===== src/rtl/bmem_line_arbiter.sv =====
// Arbitrates i-cache / d-cache line misses onto one 64-bit burst-memory port.
// Optional build macro BMEM_ARB_PERF_EN adds saturating grant/conflict counters.
module bmem_line_arbiter #(
  parameter int ADDR_W = 32,
  parameter int LINE_W = 256,
  parameter int BEAT_W = 64
) (
  input  logic              clk,
  input  logic              rst,
  input  logic [ADDR_W-1:0] ic_addr,
  input  logic              ic_read,
  output logic [LINE_W-1:0] ic_rdata,
  output logic              ic_resp,
  input  logic [ADDR_W-1:0] dc_addr,
  input  logic              dc_read,
  input  logic              dc_write,
  input  logic [LINE_W-1:0] dc_wdata,
  output logic [LINE_W-1:0] dc_rdata,
  output logic              dc_resp,
  output logic [ADDR_W-1:0] bmem_address,
  output logic              bmem_read,
  output logic              bmem_write,
  output logic [BEAT_W-1:0] bmem_wdata,
  input  logic [BEAT_W-1:0] bmem_rdata,
  input  logic              bmem_resp
`ifdef BMEM_ARB_PERF_EN
  ,
  output logic [31:0]       perf_ic_reqs,
  output logic [31:0]       perf_dc_reqs,
  output logic [31:0]       perf_conflicts
`endif
);

  localparam int BEATS = LINE_W / BEAT_W;
  localparam logic [ADDR_W-1:0] LINE_OFS_MASK = ADDR_W'(LINE_W / 8 - 1);

  localparam logic [2:0] IDLE     = 3'd0;
  localparam logic [2:0] RD_ISSUE = 3'd1;
  localparam logic [2:0] RD_BEATS = 3'd2;
  localparam logic [2:0] WR_BEATS = 3'd3;
  localparam logic [2:0] WR_ACK   = 3'd4;
  localparam logic [2:0] DONE     = 3'd5;

  logic [2:0]        state_reg, state_next;
  logic [ADDR_W-1:0] addr_reg;
  logic [1:0]        beat_cnt_reg;
  logic              grant_dc_reg;
  logic              last_grant_reg;  // 1: d-cache was granted last
  logic              hold_reg;        // blocks grants in the cycle after DONE
  logic [LINE_W-1:0] line_buf_reg;
  logic [LINE_W-1:0] ic_rdata_reg;
  logic [LINE_W-1:0] dc_rdata_reg;

  logic              ic_pend, dc_pend;
  logic              grant_valid, grant_dc;
  logic [ADDR_W-1:0] sel_addr;
  logic [LINE_W-1:0] line_fill;
  logic [BEAT_W-1:0] wr_beat [BEATS];

  assign ic_pend     = ic_read;
  assign dc_pend     = dc_read | dc_write;
  assign grant_valid = (state_reg == IDLE) && !hold_reg && (ic_pend || dc_pend);
  assign grant_dc    = dc_pend && (!ic_pend || !last_grant_reg);
  assign sel_addr    = grant_dc ? dc_addr : ic_addr;

  // line_fill is the buffer with the current beat slot replaced by incoming data
  for (genvar gi = 0; gi < BEATS; gi++) begin : g_beat
    assign line_fill[gi*BEAT_W +: BEAT_W] = (beat_cnt_reg == 2'(gi)) ? bmem_rdata
                                          : line_buf_reg[gi*BEAT_W +: BEAT_W];
    assign wr_beat[gi] = dc_wdata[gi*BEAT_W +: BEAT_W];
  end

  always_comb begin
    state_next = state_reg;
    case (state_reg)
      IDLE:     if (grant_valid) state_next = (grant_dc && dc_write) ? WR_BEATS : RD_ISSUE;
      RD_ISSUE: state_next = RD_BEATS;
      RD_BEATS: if (bmem_resp && beat_cnt_reg == 2'd3) state_next = DONE;
      WR_BEATS: if (beat_cnt_reg == 2'd3) state_next = WR_ACK;
      WR_ACK:   if (bmem_resp) state_next = DONE;
      DONE:     state_next = IDLE;
      default:  state_next = IDLE;
    endcase
  end

  always_ff @(posedge clk or negedge rst) begin
    if (!rst) begin
      state_reg      <= IDLE;
      addr_reg       <= '0;
      beat_cnt_reg   <= '0;
      grant_dc_reg   <= 1'b0;
      last_grant_reg <= 1'b0;
      hold_reg       <= 1'b0;
      line_buf_reg   <= '0;
      ic_rdata_reg   <= '0;
      dc_rdata_reg   <= '0;
    end else begin
      state_reg <= state_next;
      hold_reg  <= (state_reg == DONE);
      case (state_reg)
        IDLE: begin
          if (grant_valid) begin
            grant_dc_reg   <= grant_dc;
            last_grant_reg <= grant_dc;
            addr_reg       <= sel_addr & ~LINE_OFS_MASK;
          end
        end
        RD_BEATS: begin
          if (bmem_resp) begin
            line_buf_reg <= line_fill;
            beat_cnt_reg <= beat_cnt_reg + 2'd1;
            if (beat_cnt_reg == 2'd3) begin
              if (grant_dc_reg) dc_rdata_reg <= line_fill;
              else              ic_rdata_reg <= line_fill;
            end
          end
        end
        WR_BEATS: beat_cnt_reg <= beat_cnt_reg + 2'd1;
        default: ;
      endcase
    end
  end

  assign bmem_address = addr_reg;
  assign bmem_read    = (state_reg == RD_ISSUE);
  assign bmem_write   = (state_reg == WR_BEATS);
  assign bmem_wdata   = (state_reg == WR_BEATS) ? wr_beat[beat_cnt_reg] : '0;
  assign ic_resp      = (state_reg == DONE) && !grant_dc_reg;
  assign dc_resp      = (state_reg == DONE) && grant_dc_reg;
  assign ic_rdata     = ic_rdata_reg;
  assign dc_rdata     = dc_rdata_reg;

`ifdef BMEM_ARB_PERF_EN
  logic [31:0] perf_ic_reqs_reg, perf_dc_reqs_reg, perf_conflicts_reg;

  always_ff @(posedge clk or negedge rst) begin
    if (!rst) begin
      perf_ic_reqs_reg   <= '0;
      perf_dc_reqs_reg   <= '0;
      perf_conflicts_reg <= '0;
    end else begin
      if (grant_valid && !grant_dc && perf_ic_reqs_reg != '1)
        perf_ic_reqs_reg <= perf_ic_reqs_reg + 32'd1;
      if (grant_valid && grant_dc && perf_dc_reqs_reg != '1)
        perf_dc_reqs_reg <= perf_dc_reqs_reg + 32'd1;
      if (state_reg == IDLE && ic_pend && dc_pend && perf_conflicts_reg != '1)
        perf_conflicts_reg <= perf_conflicts_reg + 32'd1;
    end
  end

  assign perf_ic_reqs   = perf_ic_reqs_reg;
  assign perf_dc_reqs   = perf_dc_reqs_reg;
  assign perf_conflicts = perf_conflicts_reg;
`endif

endmodule

===== config.mk =====
export PLATFORM = sky130hd
export DESIGN_NAME = bmem_line_arbiter
export DESIGN_NICKNAME = d
export VERILOG_FILES = /design/src/rtl/bmem_line_arbiter.sv
export SDC_FILE = /design/constraint.sdc
export NUM_CORES = 1
export LEC_CHECK = 0
export CAP_MARGIN = 20
export CORE_AREA = 2 2 391 393
export CTS_CLUSTER_SIZE = 30
export DETAILED_ROUTE_END_ITERATION = 8
export DIE_AREA = 0 0 393 395
export SLEW_MARGIN = 40
export SYNTH_ARGS = -nofsm -noshare
export SYNTH_HDL_FRONTEND = slang
export SYNTH_SLANG_ARGS = --single-unit

===== constraint.sdc =====
create_clock -name clk -period 2.55 [get_ports clk]
set_input_delay 0.255 -clock clk [delete_from_list [all_inputs] [get_ports clk]]
set_output_delay 0.255 -clock clk [all_outputs]
set_load 0.1 [all_outputs]

==> results.toml <==
[status]
status = "finished, violations left"
violations = "setup timing"

[placement]
hpwl_um = 111000
gp_congestion = 0.889
port_buffers = 986

[setup_path]
path_class = "flip-flop to output pin"
crit_path_max_incr_delay_ns = 0.60
crit_path_start_kind = "flip-flop"
path_max_fanout = 8
cp_slowest_cell = "mux4_2"
critPathTopFamily = "multiplexers"
crit_arrival_ns = 2.57
worstPathRequired_ns = 2.30
critical_path_buf_inv_count = 3
end_kind = "output pin"
critPathMostFrequentCell = "buf_12"
r2r_start = "beat_cnt_reg[0]"
crit_chain = "buf_12 -> buf_16 -> mux4_2 -> and3_4 -> buf_12"
startpoint = "beat_cnt_reg[0]"

[floorplan]
start_util = 0.240
fp.dieW_um = 393
core_area_mm2 = 0.151
io_pins = 1002
fp.dieArea_mm2 = 0.155
die_h_um = 395
rows = 143

[finish]
fin_nets = 3675
drive_gt1_frac = 0.600
fillers = 14700
area_growth_pct = 43.5

[yosys]
synth.avg_cell_area_um2 = 16.2
syn_area_mm2 = 0.0363
post-synth-top-area-cell = "dfrtp_1"
synth_most_common_cell = "dfrtp_1"
synth.top_cells.by_count = "dfrtp_1, mux2_2, mux2_4"
ys_warn_count = 0
synth_top_area_share = 0.553
synth_enable_flop_cells = 0
ys_seq_area_frac = 0.553
synth_flop_cell = "dfrtp_1"
async_reset_ff_frac = 1.00
netlist_instances = 2239
netlist_top_cells_area = "dfrtp_1, mux2_2, mux2_4"
synth_seq_cells = 802
yosys.cell_types.count = 35

[timing]
slew_violations = 0
finalHoldViolCount = 0
setup_violations = 64
skew_ns = 0.0498
whs_ns = 0.180
fmax_ghz = 0.354
slew_headroom = 0.576
setup_ws_ns = -0.275
period_needed_ns = 2.82
tightest_slew_ns = 0.633
rsz0062_at_grt = "yes"
finalCritPeriodShare = 1.11

[global_routing]
grtUsageTotal = 0.183
grt_overflow = 0
antenna_found_initial = 39
grt_max_degree = 74
grt_pass1_vias = 25500
grt_pass1_wl_um = 201000

[cts]
root_buffer = "clkbuf_16"
cts_buffers = 93
clock_path_buffers = 3
clk_pin_slew_ns = 0.06
cts.sinks = 802
cts_tree = "yes"
clock_latency_ns = 0.71
htreeDepth = 3

[route]
detail_route.first_pass.iterations = 4
viasPerCell = 4.42
num_vias = 23900
drc = 0
drt_iter0_markers = 1126
wl_per_cell_um = 27.1
wirelength_um = 146000
ant_nets = 0

[min_path]
hold_class = "primary input to flip-flop"
hp-start = "dc_addr[7]"

[run]
drv_cap = 0
[area by class of cell]
cell class,count,area (µm²),share of cell area
well taps,2030,2540,0.0488
flip-flops and latches,802,20100,0.386
inverters,4,15.0,0.000289
multi-input cells,1277,15500,0.297
clock buffers,144,2750,0.0528
repair buffers,1103,10800,0.208
diodes,14,35.0,0.000673
clock inverters,26,325,0.00625
[worst paths after layout]
| check | end | slack [ns] | cells after the start |
|---|---|---|---|
| min in group asynchronous | dc_rdata[79] | 0.57 | 3 |
| worst max register to register | ic_rdata[151] | 0.07 | 7 |
| worst max-delay path | bmem_wdata[25] | -0.27 | 5 |
| worst min-delay path | bmem_address[7] | 0.18 | 3 |
| worst min register to register | line_buf_reg[32] | 0.50 | 1 |
| max in group asynchronous | line_buf_reg[161] | 0.86 | 5 |
[timing repair]
action	CTS	global route
cloned	6	1
gates resized for setup	54	19
endpoints found under the hold margin	50	2
hold buffers	1	1
pin swaps	6	1
setup endpoints to repair	66	89
setup buffers	9	1
[cells in the final DEF (no fill, tap or decap), drive strengths merged, types with 2 or more instances in the layout]
master	count
mux2	1026
inv	7
clkinv	15
bufinv	4
dlygate4sd3	2
mux2i	28
ha	4
nor2	5
nor2b	4
buf	721
mux4	64
nor3	2
clkinvlp	4
clkdlybuf4s50	378
diode	14
conb	5
nand2	6
clkbuf	145
a31oi	27
a21oi	27
and3	66
dfrtp	802
[metrics by stage]
stage / setup WS [ns] / instance area, µm² / cells / util / TNS, ns
floorplan: -0.511 / 36300 / 2243 / - / -1.02
global placement: 0.238 / 48300 / 5198 / 0.320 / 0
detailed placement: 0.232 / 48300 / 5198 / 0.320 / 0
CTS: -0.399 / 51900 / 5384 / 0.343 / -19.96
global route: -0.342 / 52000 / 5397 / 0.344 / -17.84
finish: -0.275 / 52000 / 5400 / 0.344 / -12.47
[worst register-to-register path: cells and delay by family, from the launching register on]
kind | cells | cell delay, ns
adders and majority gates | 1 | 0.14
buffers and inverters | 3 | 0.76
DFF | 1 | 0.52
muxes | 1 | 0.34
and+or+nand+nor | 2 | 0.57
[logic make-up (layout without fill, tap and decap cells)]
kind of cell,Yosys count,count (layout),synth area share
muxes,1118,1118,0.391
adders and majority gates,4,4,0.00138
buffers and inverters,164,1277,0.0294
other,1,19,0.000103
DFF,802,802,0.553
and+or+nand+nor,90,90,0.0153
xor gates and xnor gates,1,1,0.000242
AOI/OAI and AO/OA,59,59,0.00949
[per-layer routing]
layer  wire [µm]  track usage  vias to the layer above
met3        9480       0.0505                      236
met2       74800        0.319                      767
met4        7180       0.0956                       22
met1       54600        0.203                    12500
met5         139            0                        -
li1            -            -                    10300
Power is left out: the tool's default activity adds up to more than one toggle a clock period on the data nets, which glitch-free logic cannot reach.
